`src/rtl/spi_burst_seq.sv`:
```
// rtl/spi_burst_seq.sv - multi-byte burst sequencer feeding an SPI master byte engine
module spi_burst_seq #(
  parameter int FIFO_DEPTH    = 8,
  parameter int START_TIMEOUT = 16
) (
  input  logic       clk,
  input  logic       rst,
  input  logic [7:0] tx_data,
  input  logic       tx_valid,
  output logic       tx_ready,
  input  logic       start,
  input  logic [7:0] len,
  output logic [7:0] rx_data,
  output logic       rx_valid,
  input  logic       rx_ready,
  output logic       active,
  output logic       done,
  output logic       err,
  output logic [7:0] spi_data_in,
  output logic       spi_ready_send,
  input  logic       spi_busy,
  input  logic [7:0] spi_data_out
);

  localparam int AW = $clog2(FIFO_DEPTH);
  localparam int PW = AW + 1;
  localparam int TW = $clog2(START_TIMEOUT) + 1;
  localparam logic [PW-1:0] DEPTH_C    = PW'(FIFO_DEPTH);
  localparam logic [PW-1:0] LAST_PTR   = PW'(FIFO_DEPTH - 1);
  localparam logic [TW-1:0] TIMER_LAST = TW'(START_TIMEOUT - 1);

  typedef enum logic [2:0] {
    S_IDLE,
    S_LOAD,
    S_KICK,
    S_WAIT_BUSY,
    S_WAIT_DONE,
    S_STORE,
    S_FINISH
  } state_e;

  state_e state_q, state_d;

  // TX FIFO storage and pointers
  logic [7:0]    tx_mem_q [FIFO_DEPTH];
  logic [PW-1:0] tx_wr_ptr_q, tx_wr_ptr_d;
  logic [PW-1:0] tx_rd_ptr_q, tx_rd_ptr_d;
  logic [PW-1:0] tx_cnt_q, tx_cnt_d;
  logic          tx_push, tx_pop;

  // RX FIFO storage and pointers
  logic [7:0]    rx_mem_q [FIFO_DEPTH];
  logic [PW-1:0] rx_wr_ptr_q, rx_wr_ptr_d;
  logic [PW-1:0] rx_rd_ptr_q, rx_rd_ptr_d;
  logic [PW-1:0] rx_cnt_q, rx_cnt_d;
  logic          rx_push, rx_pop;

  // Burst bookkeeping and registered outputs
  logic [7:0]    remaining_q, remaining_d;
  logic [TW-1:0] timer_q, timer_d;
  logic          err_q, err_d;
  logic [7:0]    data_in_q, data_in_d;
  logic          send_q, send_d;
  logic          done_q, done_d;
  logic          active_q, active_d;

  logic [7:0]    tx_head;
  logic          tx_empty, rx_full;

  // Pointers only ever hold 0..FIFO_DEPTH-1, so their top bit stays zero
  logic          unused_ptr_msbs;
  assign unused_ptr_msbs = ^{tx_wr_ptr_q[AW], tx_rd_ptr_q[AW], rx_wr_ptr_q[AW], rx_rd_ptr_q[AW]};

  function automatic logic [PW-1:0] ptr_inc(input logic [PW-1:0] p);
    return (p == LAST_PTR) ? '0 : p + PW'(1);
  endfunction

  assign tx_ready = (tx_cnt_q != DEPTH_C);
  assign tx_push  = tx_valid && tx_ready;
  assign tx_empty = (tx_cnt_q == '0);
  assign tx_head  = tx_mem_q[tx_rd_ptr_q[AW-1:0]];

  assign rx_valid = (rx_cnt_q != '0);
  assign rx_pop   = rx_valid && rx_ready;
  assign rx_full  = (rx_cnt_q == DEPTH_C);
  assign rx_data  = rx_mem_q[rx_rd_ptr_q[AW-1:0]];

  // FIFO pointer and occupancy next-state; push and pop together leave count unchanged
  always_comb begin
    tx_wr_ptr_d = tx_push ? ptr_inc(tx_wr_ptr_q) : tx_wr_ptr_q;
    tx_rd_ptr_d = tx_pop  ? ptr_inc(tx_rd_ptr_q) : tx_rd_ptr_q;
    tx_cnt_d    = tx_cnt_q;
    if (tx_push && !tx_pop) begin
      tx_cnt_d = tx_cnt_q + PW'(1);
    end else if (!tx_push && tx_pop) begin
      tx_cnt_d = tx_cnt_q - PW'(1);
    end
    rx_wr_ptr_d = rx_push ? ptr_inc(rx_wr_ptr_q) : rx_wr_ptr_q;
    rx_rd_ptr_d = rx_pop  ? ptr_inc(rx_rd_ptr_q) : rx_rd_ptr_q;
    rx_cnt_d    = rx_cnt_q;
    if (rx_push && !rx_pop) begin
      rx_cnt_d = rx_cnt_q + PW'(1);
    end else if (!rx_push && rx_pop) begin
      rx_cnt_d = rx_cnt_q - PW'(1);
    end
  end

  // FIFO data arrays; contents need no reset because pointers define validity
  always_ff @(posedge clk) begin
    if (tx_push) begin
      tx_mem_q[tx_wr_ptr_q[AW-1:0]] <= tx_data;
    end
    if (rx_push) begin
      rx_mem_q[rx_wr_ptr_q[AW-1:0]] <= spi_data_out;
    end
  end

  // State register
  always_ff @(posedge clk) begin
    if (rst) begin
      state_q <= S_IDLE;
    end else begin
      state_q <= state_d;
    end
  end

  // Next-state and datapath decisions for the burst sequencer
  always_comb begin
    state_d     = state_q;
    tx_pop      = 1'b0;
    rx_push     = 1'b0;
    remaining_d = remaining_q;
    timer_d     = timer_q;
    err_d       = err_q;
    data_in_d   = data_in_q;
    case (state_q)
      S_IDLE: begin
        if (start) begin
          err_d = 1'b0;
          if (len != 8'd0) begin
            remaining_d = len;
            state_d     = S_LOAD;
          end else begin
            state_d = S_FINISH;
          end
        end
      end
      S_LOAD: begin
        // Only one byte is ever in flight, so reserving an RX slot here is enough
        if (!tx_empty && !rx_full && !spi_busy) begin
          data_in_d = tx_head;
          tx_pop    = 1'b1;
          state_d   = S_KICK;
        end
      end
      S_KICK: begin
        timer_d = '0;
        state_d = S_WAIT_BUSY;
      end
      S_WAIT_BUSY: begin
        if (spi_busy) begin
          state_d = S_WAIT_DONE;
        end else begin
          timer_d = timer_q + TW'(1);
          if (timer_d == TIMER_LAST) begin
            err_d   = 1'b1;
            state_d = S_FINISH;
          end
        end
      end
      S_WAIT_DONE: begin
        if (!spi_busy) begin
          state_d = S_STORE;
        end
      end
      S_STORE: begin
        rx_push     = 1'b1;
        remaining_d = remaining_q - 8'd1;
        state_d     = (remaining_q == 8'd1) ? S_FINISH : S_LOAD;
      end
      S_FINISH: begin
        state_d = S_IDLE;
      end
      default: begin
        state_d = S_IDLE;
      end
    endcase
  end

  // Output decode from the upcoming state so the registered outputs align with it
  always_comb begin
    send_d   = (state_d == S_KICK);
    done_d   = (state_d == S_FINISH);
    active_d = (state_d != S_IDLE);
  end

  // Datapath, FIFO bookkeeping and registered output flops
  always_ff @(posedge clk) begin
    if (rst) begin
      tx_wr_ptr_q <= '0;
      tx_rd_ptr_q <= '0;
      tx_cnt_q    <= '0;
      rx_wr_ptr_q <= '0;
      rx_rd_ptr_q <= '0;
      rx_cnt_q    <= '0;
      remaining_q <= '0;
      timer_q     <= '0;
      err_q       <= 1'b0;
      data_in_q   <= '0;
      send_q      <= 1'b0;
      done_q      <= 1'b0;
      active_q    <= 1'b0;
    end else begin
      tx_wr_ptr_q <= tx_wr_ptr_d;
      tx_rd_ptr_q <= tx_rd_ptr_d;
      tx_cnt_q    <= tx_cnt_d;
      rx_wr_ptr_q <= rx_wr_ptr_d;
      rx_rd_ptr_q <= rx_rd_ptr_d;
      rx_cnt_q    <= rx_cnt_d;
      remaining_q <= remaining_d;
      timer_q     <= timer_d;
      err_q       <= err_d;
      data_in_q   <= data_in_d;
      send_q      <= send_d;
      done_q      <= done_d;
      active_q    <= active_d;
    end
  end

  assign spi_data_in    = data_in_q;
  assign spi_ready_send = send_q;
  assign done           = done_q;
  assign active         = active_q;
  assign err            = err_q;

endmodule

```
`config.mk`:
```
export PLATFORM = sky130hd
export DESIGN_NAME = spi_burst_seq
export DESIGN_NICKNAME = d
export VERILOG_FILES = /design/src/rtl/spi_burst_seq.sv
export SDC_FILE = /design/constraint.sdc
export NUM_CORES = 1
export LEC_CHECK = 0
export CAP_MARGIN = 15
export CELL_PAD_IN_SITES_DETAIL_PLACEMENT = 0
export CELL_PAD_IN_SITES_GLOBAL_PLACEMENT = 1
export CORE_ASPECT_RATIO = 1.4
export CORE_MARGIN = 2
export CORE_UTILIZATION = 49
export CTS_CLUSTER_DIAMETER = 80
export CTS_CLUSTER_SIZE = 40
export DETAILED_ROUTE_END_ITERATION = 8
export PLACE_DENSITY_LB_ADDON = 0.1
export SLEW_MARGIN = 20
export SYNTH_ARGS = -nofsm -noshare
export SYNTH_HDL_FRONTEND = slang
export SYNTH_SLANG_ARGS = --single-unit
```
`constraint.sdc`:
```
create_clock -name clk -period 3.7 [get_ports clk]
set_input_delay 0.37 -clock clk [delete_from_list [all_inputs] [get_ports clk]]
set_output_delay 0.37 -clock clk [all_outputs]
set_load 0.05 [all_outputs]
```
==> reports/qor.txt <==
Status -> finished, final reports clean
Aggregate routed wire length -> 14.09 mm
CP Class -> reg2out
Final setup fails -> 0
Critical path cell sequence -> mux4_2, mux2_2, clkdlybuf4s50_1
Via count -> 4292
Vias in the first global route -> 4322
First-pass GRT wire length -> 22.51 mm
Post-CTS Setup Repair Bufs -> 0
Core footprint -> 15050 um2
Worst path top cell family by delay -> flip-flops
Buffers added on ports -> 51
Initial antenna violation count -> 0
Top-area cell type share of the netlist area -> 0.5108
CP Buf/Inv Count -> 1
RSZ-0062 raised after global routing -> false
First DRT Iteration DRCs -> 183
Cells after Synth -> 510
DRC Markers -> 0
Routed len/inst -> 18.11 um
Clock root buffer -> clkbuf_16
Global Route Usage Sum -> 0.1872
Slew headroom -> 0.3991
CP arrival -> 2.69 ns
Slew Limit Fails -> 0
Number of antenna diodes -> 0
CP required -> 3.33 ns
Later-pin clock latency in the skew report -> 0.43 ns
Peak supply drop -> 438.6 uV
Grt met1 use -> 0.2033
Total iterations of the first detailed-routing run -> 4
Hold-fix buffers, CTS -> 0
Clk pin slew, worst setup/hold paths -> 0.07 ns
Clock sink total -> 183
Worst-margin pin slew -> 0.9002 ns
Busiest grt layer -> met2
Setup crit end kind -> output port
Period Utilization, post-route -> 0.8283
Syn Nets -> 556
Seq cells post-synth -> 183
Crit start category -> flop
GR Layer Usage met2 -> 0.3600
Power Density -> 607.5 nW/um2
TritonCTS clock tree -> done
Die ar. -> 16380 um2
Crit-path max cell delay -> 0.85 ns
Maximum clock rate -> 326.3 MHz
Max Cap Viol -> 0
Routed vias/inst -> 5.517
CP max stage cell -> dfxtp_1
H-tree level count -> 4
Starting Density -> 0.4999
Area Growth Syn to Fin -> 17.91%
Post-layout min period -> 3.065 ns
Final hold vios -> 0
I/O pins -> 52
Post-detail-place hpwl -> 9.708 mm
Fin nets -> 619
Final GP Congestion -> 0.7327
Routing usage on met3 -> 0.03117
Die height -> 150.6 um
Clk buf depth -> 2
Post-route ant nets -> 0
Placed insts -> 746
Worst hold path type -> in2reg
Most used DFF post-synth -> edfxtp_1
Synth Cell Area -> 7525 um2
CTS Buf Count -> 17
Final Skew -> 0.01500 ns
# rows -> 53
Top post-synthesis cells by area -> edfxtp_1 (51%), dfxtp_1 (15%), mux4_2 (9.6%)
Yosys cell types -> 54
Die X -> 108.7 um
Non-Filler Instances -> 778
FFs w/ async S/R, synth -> 0
Post-CTS resize count -> 0
Total grt overflow -> 0
Register area share after synthesis -> 0.6571
Synth area leader -> edfxtp_1
Max FO, Critical Path -> 16
YS warnings -> 0
Syn_area_per_cell -> 14.75 um2
Number of flops mapped to enable cells by yosys -> 128
Fin Setup TNS -> 0 ns
Largest net degree at the start of global routing -> 27
Lkg Pwr -> 2.909 nW
Share of cells above drive strength 1 -> 0.1672
-- sequential cells by signal, summed over array words and instances (netlist names), 5 cells and up, named ones only --
signal and flops:
tx_mem_q 64, timer_q 5, remaining_q 8, rx_mem_q 64, spi_data_in 8
-- layer usage --
metal / vias to the layer above / part of all wire
li1: 2094 / -
met1: 2125 / 0.39
met2: 57 / 0.57
met3: 16 / 0.021
met4: 0 / 0.015
met5: - / 0
-- report_power, final --
part           total (mW)  leakage [nW]  internal (mW)  switching, mW
combinational        1.24          1.03          0.559          0.679
clock                1.71         0.275          0.889          0.817
sequential           2.45          1.60           2.32          0.128
-- layout make-up --
type                    count  area, um2
fillers                  1237       6181
clock buffers              17      425.4
flip-flops and latches    183       4945
repair buffers             66      618.1
inverters                  13      48.80
clock inverters            15      136.4
well taps                 192      240.2
multi-input cells         292       2459
-- kinds of logic (layout without fill, tap and decap cells) --
logic type | Yosys count | after routing | share of synthesized area
flops | 183 | 183 | 0.6571
buf+inv | 35 | 111 | 0.01945
xor+xnor | 10 | 10 | 0.01164
compound gates | 71 | 71 | 0.06003
fa+ha+maj | 16 | 16 | 0.02860
mux | 53 | 53 | 0.1252
simple gates | 142 | 142 | 0.09794
-- final timing paths --
| check | cells after the start | end | slack, ns | startpoint |
|---|---|---|---|---|
| max | 3 | rx_data[1] | 0.64 | flop |
| min | 2 | rx_wr_ptr_q[3] | 0.42 | rst |
| max reg2reg | 11 | tx_cnt_q[3] | 0.80 | tx_cnt_q[0] |
| min reg2reg | 2 | tx_rd_ptr_q[3] | 0.48 | tx_rd_ptr_q[3] |
-- stage by stage --
stage | util | instance area (um2) | power (mW) | hold slack (ns) | setup slack (ns)
after floorplan | - | 7525 | 3.376 | 0.4385 | 0.7274
after global placement | 0.5521 | 8310 | 3.723 | 0.4520 | 0.8366
after detailed placement | 0.5521 | 8310 | 3.750 | 0.4628 | 0.7869
after CTS | 0.5894 | 8872 | 5.454 | 0.4078 | 0.6134
after global routing | 0.5894 | 8872 | 5.645 | 0.4309 | 0.5054
final | 0.5894 | 8872 | 5.390 | 0.4157 | 0.6352
-- Yosys cell counts, types with 2 or more instances --
cell type and instances:
clkbuf_1 12, a21oi_1 30, and3b_1 2, nand3b_1 2
edfxtp_1 128, inv_1 13, nor3b_1 4, buf_4 2
nand2b_1 7, buf_1 2, nor2b_1 2, mux4_2 32
fa_1 2, or3_1 3, o21ai_0 10, nand4_1 2
a21o_1 2, o21a_1 2, or4_4 2, buf_2 6
nand2_1 26, xor2_1 6, nor4_1 5, a211oi_1 12
nor3_1 15, ha_1 14, or4_1 4, and3_1 2
mux2_2 9, xnor2_1 4, dfxtp_1 55, mux2i_1 12
a31oi_1 2, nor2_1 49, nand3_1 11
-- cells in the final DEF (no fill, tap or decap), types with 12 or more instances in the layout --
cell type / netlist / layout
mux2i_1: 12 / 12
a21oi_1: 30 / 30
a211oi_1: 12 / 12
buf_4: 2 / 15
nor2_1: 49 / 49
edfxtp_1: 128 / 128
clkbuf_16: 0 / 17
clkdlybuf4s50_1: 0 / 50
inv_1: 13 / 13
ha_1: 14 / 14
mux4_2: 32 / 32
nand2_1: 26 / 26
dfxtp_1: 55 / 55
(Power assumes the default switching activity.)
